$ cat src/rtl/color_selector.sv
// ---------------------------------------------------------------------------
// color_selector
//
// Upstream stage of the text display top level. Two raw pushbuttons
// (next / previous) are synchronised, debounced and edge-detected; each
// debounced press steps a 3-bit colour index with wrap-around. The index is
// decoded into eight registered, mutually exclusive colour select lines that
// feed the character pixel generator. Runs on the system clock.
//
// Parameters:
//   DB_CYCLES   - clk cycles a synchronised level must differ from the
//                 debounced state before that state flips (2 .. 2^24)
//   RESET_COLOR - colour index loaded at reset (7 = White)
//
// Ports:
//   clk           in   system clock, all state on rising edge
//   reset         in   asynchronous active-high reset of every register
//   btn_next      in   raw bouncing button, press = 1, steps index +1
//   btn_prev      in   raw bouncing button, press = 1, steps index -1
//   Black..White  out  registered one-hot colour select (index 0..7)
//   color_idx     out  registered current index, {R,G,B}
//   color_changed out  one-cycle pulse in the cycle the selects take a new value
// ---------------------------------------------------------------------------
module color_selector #(
    parameter int         DB_CYCLES   = 1000000,
    parameter logic [2:0] RESET_COLOR = 3'd7
) (
    input  logic       clk,
    input  logic       reset,
    input  logic       btn_next,
    input  logic       btn_prev,
    output logic       Black,
    output logic       Blue,
    output logic       Green,
    output logic       Cyan,
    output logic       Red,
    output logic       Magenta,
    output logic       Yellow,
    output logic       White,
    output logic [2:0] color_idx,
    output logic       color_changed
);

    localparam int             CW      = $clog2(DB_CYCLES);
    localparam logic [CW-1:0]  CNT_MAX = CW'(DB_CYCLES - 1);

    // Channel 0 = next, channel 1 = prev.
    logic [1:0]    raw;
    logic [1:0]    sync1_p0;
    logic [1:0]    sync2_p1;
    logic [1:0]    stable_p2;
    logic [1:0]    stable_d_p3;
    logic [CW-1:0] cnt_p2 [2];
    logic [1:0]    press_p2;

    logic [2:0]    idx_p3;
    logic [7:0]    sel_p4;

    function automatic logic [7:0] decode(input logic [2:0] i);
        decode = 8'd1 << i;
    endfunction

    assign raw = {btn_prev, btn_next};

    // ---- stage 0/1: two-flop synchroniser per button ----
    always_ff @(posedge clk or posedge reset) begin
        if (reset) begin
            sync1_p0 <= 2'b00;
            sync2_p1 <= 2'b00;
        end else begin
            sync1_p0 <= raw;
            sync2_p1 <= sync1_p0;
        end
    end

    // ---- stage 2: debounce, counter restarts whenever the level returns
    //      to the stable value before the full count completes ----
    always_ff @(posedge clk or posedge reset) begin
        if (reset) begin
            stable_p2 <= 2'b00;
            cnt_p2[0] <= '0;
            cnt_p2[1] <= '0;
        end else begin
            for (int ch = 0; ch < 2; ch++) begin
                if (sync2_p1[ch] == stable_p2[ch]) begin
                    cnt_p2[ch] <= '0;
                end else if (cnt_p2[ch] == CNT_MAX) begin
                    stable_p2[ch] <= sync2_p1[ch];
                    cnt_p2[ch]    <= '0;
                end else begin
                    cnt_p2[ch] <= cnt_p2[ch] + 1'b1;
                end
            end
        end
    end

    // ---- stage 3: edge detect and index update ----
    // Rising edge of the debounced level only, so a held button never repeats.
    assign press_p2 = stable_p2 & ~stable_d_p3;

    always_ff @(posedge clk or posedge reset) begin
        if (reset) begin
            stable_d_p3 <= 2'b00;
            idx_p3      <= RESET_COLOR;
        end else begin
            stable_d_p3 <= stable_p2;
            // Both pressed in the same cycle cancel out.
            if (press_p2[0] && !press_p2[1]) begin
                idx_p3 <= idx_p3 + 3'd1;
            end else if (press_p2[1] && !press_p2[0]) begin
                idx_p3 <= idx_p3 - 3'd1;
            end
        end
    end

    // ---- stage 4: registered decode and change pulse ----
    // color_idx still holds the previous index here, so a mismatch means
    // idx_p3 moved on the last edge.
    always_ff @(posedge clk or posedge reset) begin
        if (reset) begin
            sel_p4        <= decode(RESET_COLOR);
            color_idx     <= RESET_COLOR;
            color_changed <= 1'b0;
        end else begin
            sel_p4        <= decode(idx_p3);
            color_idx     <= idx_p3;
            color_changed <= (idx_p3 != color_idx);
        end
    end

    assign Black   = sel_p4[0];
    assign Blue    = sel_p4[1];
    assign Green   = sel_p4[2];
    assign Cyan    = sel_p4[3];
    assign Red     = sel_p4[4];
    assign Magenta = sel_p4[5];
    assign Yellow  = sel_p4[6];
    assign White   = sel_p4[7];

endmodule

$ cat config.mk
export PLATFORM = sky130hd
export DESIGN_NAME = color_selector
export DESIGN_NICKNAME = d
export VERILOG_FILES = /design/src/rtl/color_selector.sv
export SDC_FILE = /design/constraint.sdc
export NUM_CORES = 1
export LEC_CHECK = 0
export CORE_UTILIZATION = 40
export CTS_CLUSTER_DIAMETER = 50
export DETAILED_ROUTE_END_ITERATION = 16
export GPL_TIMING_DRIVEN = 0
export SLEW_MARGIN = 10
export SYNTH_ARGS = -nofsm -noshare
export SYNTH_HDL_FRONTEND = slang
export SYNTH_SLANG_ARGS = --single-unit
$ cat constraint.sdc
create_clock -name clk -period 4.9 [get_ports clk]
set_clock_uncertainty 0.2 [all_clocks]
set_input_delay 0.49 -clock clk [delete_from_list [all_inputs] [get_ports clk]]
set_output_delay 0.49 -clock clk [all_outputs]
set_load 0.02 [all_outputs]
==> impl_metrics.prom <==
# TYPE chip_impl_metric gauge
chip_impl_metric{name="synthesis.instances",unit=""} 263
chip_impl_metric{name="clock_tree.buffer_depth",unit=""} 2
chip_impl_metric{name="required",unit="ns"} 4.92
chip_impl_metric{name="cpPeakStageDelay",unit="ns"} 0.57
chip_impl_info{name="ys_top_cells_by_area",value="sky130_fd_sc_hd__dfrtp_1 (49%), sky130_fd_sc_hd__xnor2_1 (7.0%), sky130_fd_sc_hd__dfstp_2 (6.4%), sky130_fd_sc_hd__nor2_1 (4.7%), sky130_fd_sc_hd__xor2_1 (3.3%)"} 1
chip_impl_metric{name="floorplan.die.width",unit="um"} 86.9
chip_impl_info{name="netlist.top_cell.by_area",value="sky130_fd_sc_hd__dfrtp_1"} 1
chip_impl_metric{name="syn_to_final_growth",unit="%"} 16.2
chip_impl_metric{name="drc_errors",unit=""} 0
chip_impl_metric{name="cts_num_sinks",unit=""} 63
chip_impl_metric{name="timing.critical_path.fanout_max",unit=""} 10
chip_impl_metric{name="floorplan.initialDensity",unit=""} 0.420
chip_impl_metric{name="cts_hold_repair.buffers",unit=""} 0
chip_impl_metric{name="avgViaCountPerCell",unit=""} 5.12
chip_impl_metric{name="cts.htree.levels",unit=""} 3
chip_impl_metric{name="cts_setup_buffers",unit=""} 0
chip_impl_metric{name="first_global_vias",unit=""} 1835
chip_impl_metric{name="maximum_number_of_pins_on_one_net_before_global_route_repair",unit=""} 64
chip_impl_metric{name="final-hold-violation-count",unit=""} 0
chip_impl_metric{name="min_period_over_period",unit=""} 0.477
chip_impl_metric{name="post_cts.resized_instances",unit=""} 0
chip_impl_metric{name="synthesis.nets",unit=""} 271
chip_impl_metric{name="route.final.wire_length",unit="um"} 4930
chip_impl_metric{name="worst_setup_hold_path_clk_slew",unit="ns"} 0.06
chip_impl_info{name="critical_path.endpoint_type",value="register"} 1
chip_impl_metric{name="synth-warning-count",unit=""} 0
chip_impl_metric{name="critPathArrivalTime",unit="ns"} 2.35
chip_impl_info{name="clk_root_buffer_cell",value="sky130_fd_sc_hd__clkbuf_8"} 1
chip_impl_metric{name="final-max-slew-violation-count",unit=""} 0
chip_impl_info{name="synth_top_flop_cell",value="sky130_fd_sc_hd__dfrtp_1"} 1
chip_impl_info{name="critPathTopFamily",value="simple AND/OR/NAND/NOR gates"} 1
chip_impl_metric{name="synth_compound_gate_area_share",unit=""} 0.0569
chip_impl_metric{name="final.fill_count",unit=""} 651
chip_impl_metric{name="drtAntennaViolNets",unit=""} 0
chip_impl_metric{name="synth-simple-area-share",unit=""} 0.229
chip_impl_metric{name="power.static_leakage",unit="nW"} 1.36
chip_impl_metric{name="die-area",unit="um^2"} 7550
chip_impl_metric{name="critical_path_buf_inv_count",unit=""} 2
chip_impl_metric{name="muxShareOfSynthArea",unit=""} 0.0152
chip_impl_metric{name="port_buffers",unit=""} 15
chip_impl_metric{name="post_synth_fa_ha_maj_area_fraction",unit=""} 0.0200
chip_impl_metric{name="synth-async-reset-ratio",unit=""} 1.00
chip_impl_metric{name="floorplan.die.height",unit="um"} 86.9
chip_impl_metric{name="antennaDiodeCount",unit=""} 0
chip_impl_metric{name="fmax",unit="GHz"} 0.428
chip_impl_metric{name="synthesized_area_per_cell",unit="um^2"} 11.0
chip_impl_info{name="critical_path.cell_chain",value="buf_2, or4b_4, o41ai_4, buf_4, nor2_1"} 1
chip_impl_metric{name="max_slew_margin",unit=""} 0.500
chip_impl_metric{name="final_weighted_congestion_of_routability_driven_global_placement",unit=""} 0.773
chip_impl_metric{name="yosys.area.top_type_share",unit=""} 0.486
chip_impl_metric{name="totalNegativeSetupSlack",unit="ns"} 0
chip_impl_metric{name="vias",unit=""} 1997
chip_impl_metric{name="syn-cell-area",unit="um^2"} 2880
chip_impl_info{name="hp-class",value="register to register"} 1
chip_impl_metric{name="dp.final_hpwl",unit="um"} 3320
chip_impl_metric{name="ys_ff_latch",unit=""} 63
chip_impl_info{name="timing.critical_path.slowest_stage_cell",value="sky130_fd_sc_hd__or4b_4"} 1
chip_impl_info{name="yosysMostFrequentCell",value="sky130_fd_sc_hd__dfrtp_1"} 1
chip_impl_metric{name="grtUsageTotal",unit=""} 0.151
chip_impl_metric{name="final-setup-viol-count",unit=""} 0
chip_impl_metric{name="num_io_pins",unit=""} 16
chip_impl_metric{name="cts_inserted_buffers",unit=""} 9
chip_impl_metric{name="ir_worst_vdd",unit="uV"} 155
chip_impl_metric{name="wire_per_inst",unit="um"} 12.7
chip_impl_metric{name="drv.max_cap_violation_count",unit=""} 0
chip_impl_info{name="outcome",value="finished clean"} 1
chip_impl_metric{name="layout_min_cycle_time",unit="ns"} 2.34
chip_impl_info{name="rsz0062_at_grt",value="false"} 1
chip_impl_metric{name="drt_first_iter_violations",unit=""} 86
chip_impl_metric{name="synth_edf_count",unit=""} 0
chip_impl_info{name="critical_path_class",value="register to register"} 1
chip_impl_metric{name="grt_overflow",unit=""} 0
chip_impl_metric{name="number_of_antenna_violations_at_the_first_check_in_global_routing",unit=""} 0
chip_impl_metric{name="rows",unit=""} 30
chip_impl_metric{name="clock_latency",unit="ns"} 0.33
chip_impl_metric{name="final_total_pwr",unit="mW"} 0.985
chip_impl_metric{name="xor_xnor_portion_of_the_synthesized_cell_area",unit=""} 0.103
chip_impl_metric{name="worst_slew_pin_slew",unit="ns"} 0.749
chip_impl_info{name="synth_top_cells_by_count",value="sky130_fd_sc_hd__dfrtp_1 (56), sky130_fd_sc_hd__nor2_1 (36), sky130_fd_sc_hd__xnor2_1 (23)"} 1
chip_impl_metric{name="design.final.nets",unit=""} 297
chip_impl_metric{name="synth.distinct_cells",unit=""} 38
chip_impl_metric{name="power.density",unit="nW/um^2"} 294
chip_impl_metric{name="seq_area_frac_synth",unit=""} 0.550
chip_impl_info{name="main_combinational_cell_family_by_area_after_synthesis",value="simple AND/OR/NAND/NOR gates"} 1
chip_impl_metric{name="core_area",unit="um^2"} 6870
chip_impl_info{name="cts_tree",value="yes"} 1
chip_impl_info{name="crit_path_start_kind",value="register"} 1
chip_impl_metric{name="grt_first_pass_wirelength",unit="um"} 8720
chip_impl_metric{name="dr.pass1.iters",unit=""} 4
chip_impl_metric{name="final_layout_size_suffix_gt1_frac",unit=""} 0.119
[state kept, by name, indices dropped and copies added, names as in the netlist]
| signal | flops |
|---|---|
| cnt_p2 | 40 |
| color_changed | 1 |
| color_idx | 3 |
| idx_p3 | 3 |
| sel_p4 | 8 |
| stable_d_p3 | 2 |
| stable_p2 | 2 |
| sync1_p0 | 2 |
| sync2_p1 | 2 |
[power by group]
| group | switching, mW | internal [mW] |
|---|---|---|
| clock network | 0.189 | 0.238 |
| logic | 0.0194 | 0.00845 |
| registers | 0.00463 | 0.526 |
[layout make-up]
| class | instances | area, um^2 | area share |
|---|---|---|---|
| Sequential cell | 63 | 1590 | 0.473 |
| Tap cell | 96 | 120 | 0.0358 |
| Clock inverter | 2 | 12.5 | 0.00373 |
| Timing Repair Buffer | 15 | 150 | 0.0448 |
| Inverter | 9 | 36.3 | 0.0108 |
| Buffer | 9 | 41.3 | 0.0123 |
| Multi-Input combinational cell | 182 | 1220 | 0.365 |
| Clock buffer | 14 | 183 | 0.0545 |
[per-stage QoR]
stage	instance area (um^2)	cells	util	hold WS, ns	setup slack, ns
6_report	3350	390	0.488	0.148	2.56
4_1_cts	3350	390	0.488	0.152	2.52
5_1_grt	3350	390	0.488	0.168	2.45
2_1_floorplan	2880	263	-	0.131	2.65
3_3_place_gp	3150	374	0.459	0.138	1.52
3_5_place_dp	3160	374	0.459	0.137	2.54
[cells in the final DEF (no fill, tap or decap), types with 7 or more instances in the layout]
cell type	n
sky130_fd_sc_hd__xnor2_1	23
sky130_fd_sc_hd__clkbuf_8	13
sky130_fd_sc_hd__nand4_1	11
sky130_fd_sc_hd__dfrtp_1	56
sky130_fd_sc_hd__nand3_1	15
sky130_fd_sc_hd__dfstp_2	7
sky130_fd_sc_hd__xor2_1	11
sky130_fd_sc_hd__nor2_1	36
sky130_fd_sc_hd__nor3_1	7
sky130_fd_sc_hd__inv_1	8
sky130_fd_sc_hd__nand2_1	12
sky130_fd_sc_hd__a21oi_1	9
sky130_fd_sc_hd__nor4_1	7
sky130_fd_sc_hd__clkdlybuf4s50_1	15
[kinds of logic after synthesis]
family	after synthesis
AO/OA/AOI/OAI	21
XOR/XNOR	34
AND/OR/NAND/NOR	119
adder cells (fa/ha/maj)	4
buffers and inverters	18
flip-flops	63
multiplexers	4
[metal layers]
layer	part of all wire	vias to the layer above	track usage
met5	0	-	0
met4	0.016	0	0.0864
met3	0.033	6	0.0294
met2	0.43	41	0.207
met1	0.52	968	0.220
li1	-	982	-
[worst paths after layout]
path	start	endpoint	slack (ns)	cells past startpoint
setup reg to reg	cnt_p2[7]	cnt_p2[9]	2.56	5
hold reg to reg	sync1_p0[0]	sync2_p1[0]	0.15	0
setup / recovery	cnt_p2[7]	cnt_p2[9]	2.56	5
hold / removal	sync1_p0[0]	sync2_p1[0]	0.15	0
max in group asynchronous	reset	cnt_p2[7]	3.55	2
min in group asynchronous	reset	cnt_p2[17]	0.45	2
Power figures use the tool's default switching activity.
